**config.mk**
```make
export PLATFORM = sky130hd
export DESIGN_NAME = crc_stream_gen
export DESIGN_NICKNAME = d
export VERILOG_FILES = /design/src/rtl/crc_pkg.sv /design/src/rtl/crc_step.sv /design/src/rtl/crc_stream_gen.sv
export SDC_FILE = /design/constraint.sdc
export NUM_CORES = 1
export LEC_CHECK = 0
export BUFFER_PORTS_ARGS = -buffer_cell sky130_fd_sc_hd__buf_2
export CAP_MARGIN = 20
export CORE_ASPECT_RATIO = 1.1
export CORE_MARGIN = 3
export CORE_UTILIZATION = 50
export CTS_CLUSTER_DIAMETER = 60
export DETAILED_ROUTE_END_ITERATION = 8
export GPL_ROUTABILITY_DRIVEN = 0
export PLACE_DENSITY = 0.72
export REMOVE_ABC_BUFFERS = 1
export SYNTH_ARGS = -nofsm -noshare
export SYNTH_HDL_FRONTEND = slang
export SYNTH_SLANG_ARGS = --single-unit
```
**constraint.sdc**
```tcl
create_clock -name clk -period 2.58 [get_ports clk]
set_input_delay 0.516 -clock clk [delete_from_list [all_inputs] [get_ports clk]]
set_output_delay 0.516 -clock clk [all_outputs]
set_load 0.1 [all_outputs]
```
**src/rtl/crc_pkg.sv**
```systemverilog
// Shared definitions for the CRC stream generator: FSM state encoding,
// well-known generator polynomials and a small sizing helper.
package crc_pkg;

    typedef enum logic [1:0] {
        ST_IDLE   = 2'd0,
        ST_DATA   = 2'd1,
        ST_APPEND = 2'd2
    } crc_state_e;

    localparam logic [15:0] CRC16_8005     = 16'h8005;
    localparam logic [15:0] CRC16_1021     = 16'h1021;
    localparam logic [31:0] CRC32_04C11DB7 = 32'h04C11DB7;

    // Number of stream words needed to carry one CRC value.
    function automatic int crc_words(input int crc_w, input int data_w);
        return crc_w / data_w;
    endfunction

endpackage

```
**src/rtl/crc_step.sv**
```systemverilog
// Combinational single-cycle CRC update: folds all DATA_W bits of one word
// into the CRC register, most-significant data bit first.
module crc_step
    import crc_pkg::*;
#(
    parameter int               DATA_W = 8,
    parameter int               CRC_W  = 16,
    parameter logic [CRC_W-1:0] POLY   = CRC_W'(CRC16_8005)
) (
    input  logic [CRC_W-1:0]  crc_in,
    input  logic [DATA_W-1:0] data,
    output logic [CRC_W-1:0]  crc_out
);

    logic [CRC_W-1:0] c;
    logic             fb;

    // Unrolled bit-serial LFSR: one shift/conditional-XOR per data bit.
    always_comb begin
        c  = crc_in;
        fb = 1'b0;
        for (int i = DATA_W - 1; i >= 0; i--) begin
            fb = c[CRC_W-1] ^ data[i];
            c  = {c[CRC_W-2:0], 1'b0};
            if (fb) begin
                c = c ^ POLY;
            end
        end
        crc_out = c;
    end

endmodule

```
**src/rtl/crc_stream_gen.sv**
```systemverilog
// Streaming CRC generator: passes each frame through a one-entry output
// register and appends the frame CRC (CRC_W/DATA_W words) after the last
// data word. Optional input/output reflection is built only when the macro
// CRC_REFLECT_EN is defined (adds parameters REFIN and REFOUT).
module crc_stream_gen
    import crc_pkg::*;
#(
    parameter int               DATA_W  = 8,
    parameter int               CRC_W   = 16,
    parameter logic [CRC_W-1:0] POLY    = CRC_W'(CRC16_8005),
    parameter logic [CRC_W-1:0] INIT    = '0,
    parameter logic [CRC_W-1:0] XOR_OUT = '0
`ifdef CRC_REFLECT_EN
    ,
    parameter bit               REFIN   = 1'b0,
    parameter bit               REFOUT  = 1'b0
`endif
) (
    input  logic              clk,
    input  logic              rst_n,
    input  logic              s_valid,
    input  logic [DATA_W-1:0] s_data,
    input  logic              s_last,
    output logic              s_ready,
    output logic              m_valid,
    output logic [DATA_W-1:0] m_data,
    output logic              m_last,
    input  logic              m_ready,
    output logic [CRC_W-1:0]  crc_value,
    output logic              crc_done
);

    localparam int NWORDS = crc_words(CRC_W, DATA_W);
    localparam int CNT_W  = (NWORDS > 1) ? $clog2(NWORDS) : 1;

    crc_state_e        state, state_nxt;
    logic [CRC_W-1:0]  crc_acc, crc_base, crc_next, crc_final, crc_shift;
    logic [DATA_W-1:0] step_data, crc_word;
    logic [CNT_W-1:0]  word_cnt;
    logic              vld_p1, last_p1;
    logic [DATA_W-1:0] data_p1;
    logic              accept, emit, load_crc, final_emit;

`ifdef CRC_REFLECT_EN
    function automatic logic [DATA_W-1:0] rev_data(input logic [DATA_W-1:0] d);
        logic [DATA_W-1:0] r;
        for (int i = 0; i < DATA_W; i++) begin
            r[i] = d[DATA_W-1-i];
        end
        return r;
    endfunction

    function automatic logic [CRC_W-1:0] rev_crc(input logic [CRC_W-1:0] d);
        logic [CRC_W-1:0] r;
        for (int i = 0; i < CRC_W; i++) begin
            r[i] = d[CRC_W-1-i];
        end
        return r;
    endfunction
`endif

    assign s_ready    = (state != ST_APPEND) && (!vld_p1 || m_ready);
    assign accept     = s_valid && s_ready;
    assign emit       = vld_p1 && m_ready;
    assign final_emit = (state == ST_APPEND) && emit && last_p1;
    // Refill the output register with the next CRC word once it is free,
    // but never past the word flagged as last.
    assign load_crc   = (state == ST_APPEND) && (!vld_p1 || m_ready) && !(vld_p1 && last_p1);

    // A frame starts from INIT: any word accepted in IDLE is a first word.
    assign crc_base = (state == ST_IDLE) ? INIT : crc_acc;

    // Word-order, reflection and final XOR around the shared update core.
    always_comb begin
`ifdef CRC_REFLECT_EN
        step_data = REFIN ? rev_data(s_data) : s_data;
        crc_final = (REFOUT ? rev_crc(crc_next) : crc_next) ^ XOR_OUT;
        if (REFOUT) begin
            crc_shift = crc_value >> (int'(word_cnt) * DATA_W);
        end else begin
            crc_shift = crc_value >> ((NWORDS - 1 - int'(word_cnt)) * DATA_W);
        end
`else
        step_data = s_data;
        crc_final = crc_next ^ XOR_OUT;
        crc_shift = crc_value >> ((NWORDS - 1 - int'(word_cnt)) * DATA_W);
`endif
        crc_word = crc_shift[DATA_W-1:0];
    end

    crc_step #(
        .DATA_W (DATA_W),
        .CRC_W  (CRC_W),
        .POLY   (POLY)
    ) u_step (
        .crc_in  (crc_base),
        .data    (step_data),
        .crc_out (crc_next)
    );

    // FSM state register.
    always_ff @(posedge clk or negedge rst_n) begin
        if (!rst_n) begin
            state <= ST_IDLE;
        end else begin
            state <= state_nxt;
        end
    end

    // FSM next-state: frame start, last data word, last CRC word out.
    always_comb begin
        state_nxt = state;
        case (state)
            ST_IDLE: begin
                if (accept) begin
                    state_nxt = s_last ? ST_APPEND : ST_DATA;
                end
            end
            ST_DATA: begin
                if (accept && s_last) begin
                    state_nxt = ST_APPEND;
                end
            end
            ST_APPEND: begin
                if (final_emit) begin
                    state_nxt = ST_IDLE;
                end
            end
            default: state_nxt = ST_IDLE;
        endcase
    end

    // CRC accumulator; the finished CRC is latched as the last word enters.
    always_ff @(posedge clk or negedge rst_n) begin
        if (!rst_n) begin
            crc_acc   <= INIT;
            crc_value <= '0;
        end else if (accept) begin
            crc_acc <= crc_next;
            if (s_last) begin
                crc_value <= crc_final;
            end
        end else if (final_emit) begin
            crc_acc <= INIT;
        end
    end

    // ---- stage p1: one-entry output register (data echo, then CRC words) ----
    always_ff @(posedge clk or negedge rst_n) begin
        if (!rst_n) begin
            vld_p1   <= 1'b0;
            last_p1  <= 1'b0;
            data_p1  <= '0;
            word_cnt <= '0;
        end else if (accept) begin
            vld_p1   <= 1'b1;
            last_p1  <= 1'b0;
            data_p1  <= s_data;
            word_cnt <= '0;
        end else if (load_crc) begin
            vld_p1   <= 1'b1;
            last_p1  <= (word_cnt == CNT_W'(NWORDS - 1));
            data_p1  <= crc_word;
            word_cnt <= word_cnt + 1'b1;
        end else if (emit) begin
            vld_p1  <= 1'b0;
            last_p1 <= 1'b0;
        end
    end

    // One-cycle completion pulse after the final CRC word leaves.
    always_ff @(posedge clk or negedge rst_n) begin
        if (!rst_n) begin
            crc_done <= 1'b0;
        end else begin
            crc_done <= final_emit;
        end
    end

    assign m_valid = vld_p1;
    assign m_data  = data_p1;
    assign m_last  = last_p1;

endmodule
```
==> results.cfg <==
[outcome]
status = complete, no violations

[route]
drt_iter0_drc = 79
wl_per_cell_um = 14.7
ant_nets = 0
vias = 1930
drtPass1Iterations = 4
routed_wl_um = 5300
drc = 0
vias_per_cell = 5.35

[cts]
cts_root_buf = clkbuf_8
cts_buffers = 5
clk_path_buf_depth = 2
clkSlewWorstSetupHoldPaths_ps = 90
post_cts_buffers = 0
clock_latency_ps = 300
cts-resized-gates = 0
ctsHtreeMaxLevel = 2
cts_hold_buf = 0
clkSinkCount = 46
cts_tree = done

[setup_path]
crit_required_ps = 2780
reg2reg_from = state[1]$_DFFE_PN0P_
cp_max_fo = 6
critPathCaptureType = flip-flop
startpoint = state[1]$_DFFE_PN0P_
reg2regPathDepth = 7
critPathKind = reg -> reg
crit_arrival_ps = 2410
worstSetupStartpointType = flip-flop

[synthesis]
yosysSeqAreaShare = 0.470
syn_area_per_cell_um2 = 9.54
synth.distinct_cells = 36
netlist_area_um2 = 2450
ys_seq_elements = 46
synth_edf_count = 0
yosys_warnings = 0
netlist_instances = 257
synthArstFlopShare = 1.00
synth_flop_cell = dfrtp_1

[place]
portBuffers = 40
hpwlAfterDp_um = 3840

[finish]
area_growth_pct = 18.5
drive_gt1_frac = 0.236
final_common_cell = nand2_1
final_cell_mix = nand2_1 (61), dfrtp_1 (46), o21ai_0 (44)
nets = 317
n_antenna_cell = 0

[floorplan]
die_w_um = 72.8
fp-row-count = 26
io_pins = 41
die_h_um = 79.4
start_util = 0.523
coreArea_um2 = 4680
die_area_um2 = 5780

[timing]
setup_viol = 0
slew_viol_final = 0
fmax_mhz = 454
worst_slew_pin_slew_ps = 684
clock_skew_ps = 9.84
hold_slack_ps = 178
finalCritPeriodShare = 0.855
fin_crit_ps = 2200
rsz0062_at_grt = false
hold_viol = 0
slew_headroom = 0.541

[grt]
grt_first_pass_wirelength_um = 8960
antenna_found_initial = 0
grt-ovfl-total = 0
grt_start_max_net_pins = 26
grt_usage = 0.201
grt_pass1_vias = 1905

[flow_run]
drv_cap = 0

[worst_hold_path]
hold_class = in -> async
cell usage after synthesis, types with 2 or more instances:
library cell	n	area, µm²
xor2_2	2	32.5
xnor2_1	20	175
and3_1	2	12.5
nand3_1	3	15.0
mux2_2	2	22.5
clkbuf_1	12	45.0
nor4_1	2	12.5
mux2i_1	8	80.1
xor2_1	11	96.3
nand2_1	61	229
dfrtp_1	46	1150
o21ai_0	44	220
nand2b_1	2	12.5
a21oi_1	2	10.0
xnor2_2	2	32.5
xnor3_1	2	45.0
nor2_1	16	60.1
a22o_1	2	17.5
state kept, by name, summed over array words and instances (netlist names):
| register | count |
|---|---|
| crc_acc | 16 |
| crc_value | 16 |
| m_data | 8 |
| state | 2 |
| crc_done | 1 |
| m_last | 1 |
| m_valid | 1 |
| word_cnt | 1 |
cells by family after synthesis:
kind of cell	count (synthesis)	share of synthesized area
simple gates	94	0.162
mux	10	0.0419
xor+xnor	39	0.177
buf+inv	13	0.0230
compound gates	55	0.127
flops	46	0.470
per-layer routing:
metal | track usage | part of all wire
met4 | 0.0609 | 0.011
met5 | 0 | 0
met2 | 0.328 | 0.47
met1 | 0.274 | 0.47
met3 | 0.0340 | 0.051
through the flow:
stage | std cells | setup TNS (ps) | setup slack, ps | instance area (µm²) | util
2_1_floorplan | 244 | -110 | -42.3 | 2390 | -
3_3_place_gp | 353 | 0 | 343 | 2760 | 0.590
3_5_place_dp | 353 | 0 | 295 | 2760 | 0.590
4_1_cts | 361 | 0 | 367 | 2910 | 0.620
5_1_grt | 361 | 0 | 236 | 2910 | 0.620
6_report | 361 | 0 | 375 | 2910 | 0.620
worst max-delay path, stage by stage (launching register included):
cell and delay [ps]:
dfrtp_1 440, or2_1 360, nand2_4 130, xor2_4 160
xnor3_2 480, a31oi_1 160, a211oi_1 80, o41ai_2 280
area by class of cell:
type | count | area, µm²
Clock buffer | 6 | 82.6
Clock inverter | 2 | 60.1
Fill cell | 392 | 1780
Multi-Input combinational cell | 198 | 1240
Sequential cell | 46 | 1150
Tap cell | 56 | 70.1
Timing Repair Buffer | 53 | 298
worst paths after layout:
kind | to | slack, ps
max in group asynchronous | crc_value[12]$_DFFE_PN0P_ | 1810
hold reg to reg | crc_acc[3]$_DFFE_PN0P_ | 490
setup / recovery | crc_value[15]$_DFFE_PN0P_ | 380
min in group clk | m_last$_DFFE_PN0P_ | 480
hold / removal | crc_value[6]$_DFFE_PN0P_ | 180
setup reg to reg | crc_value[15]$_DFFE_PN0P_ | 380
Power is not shown: default switching activity piles up to over one toggle a cycle in this logic, so the estimate is an artifact.
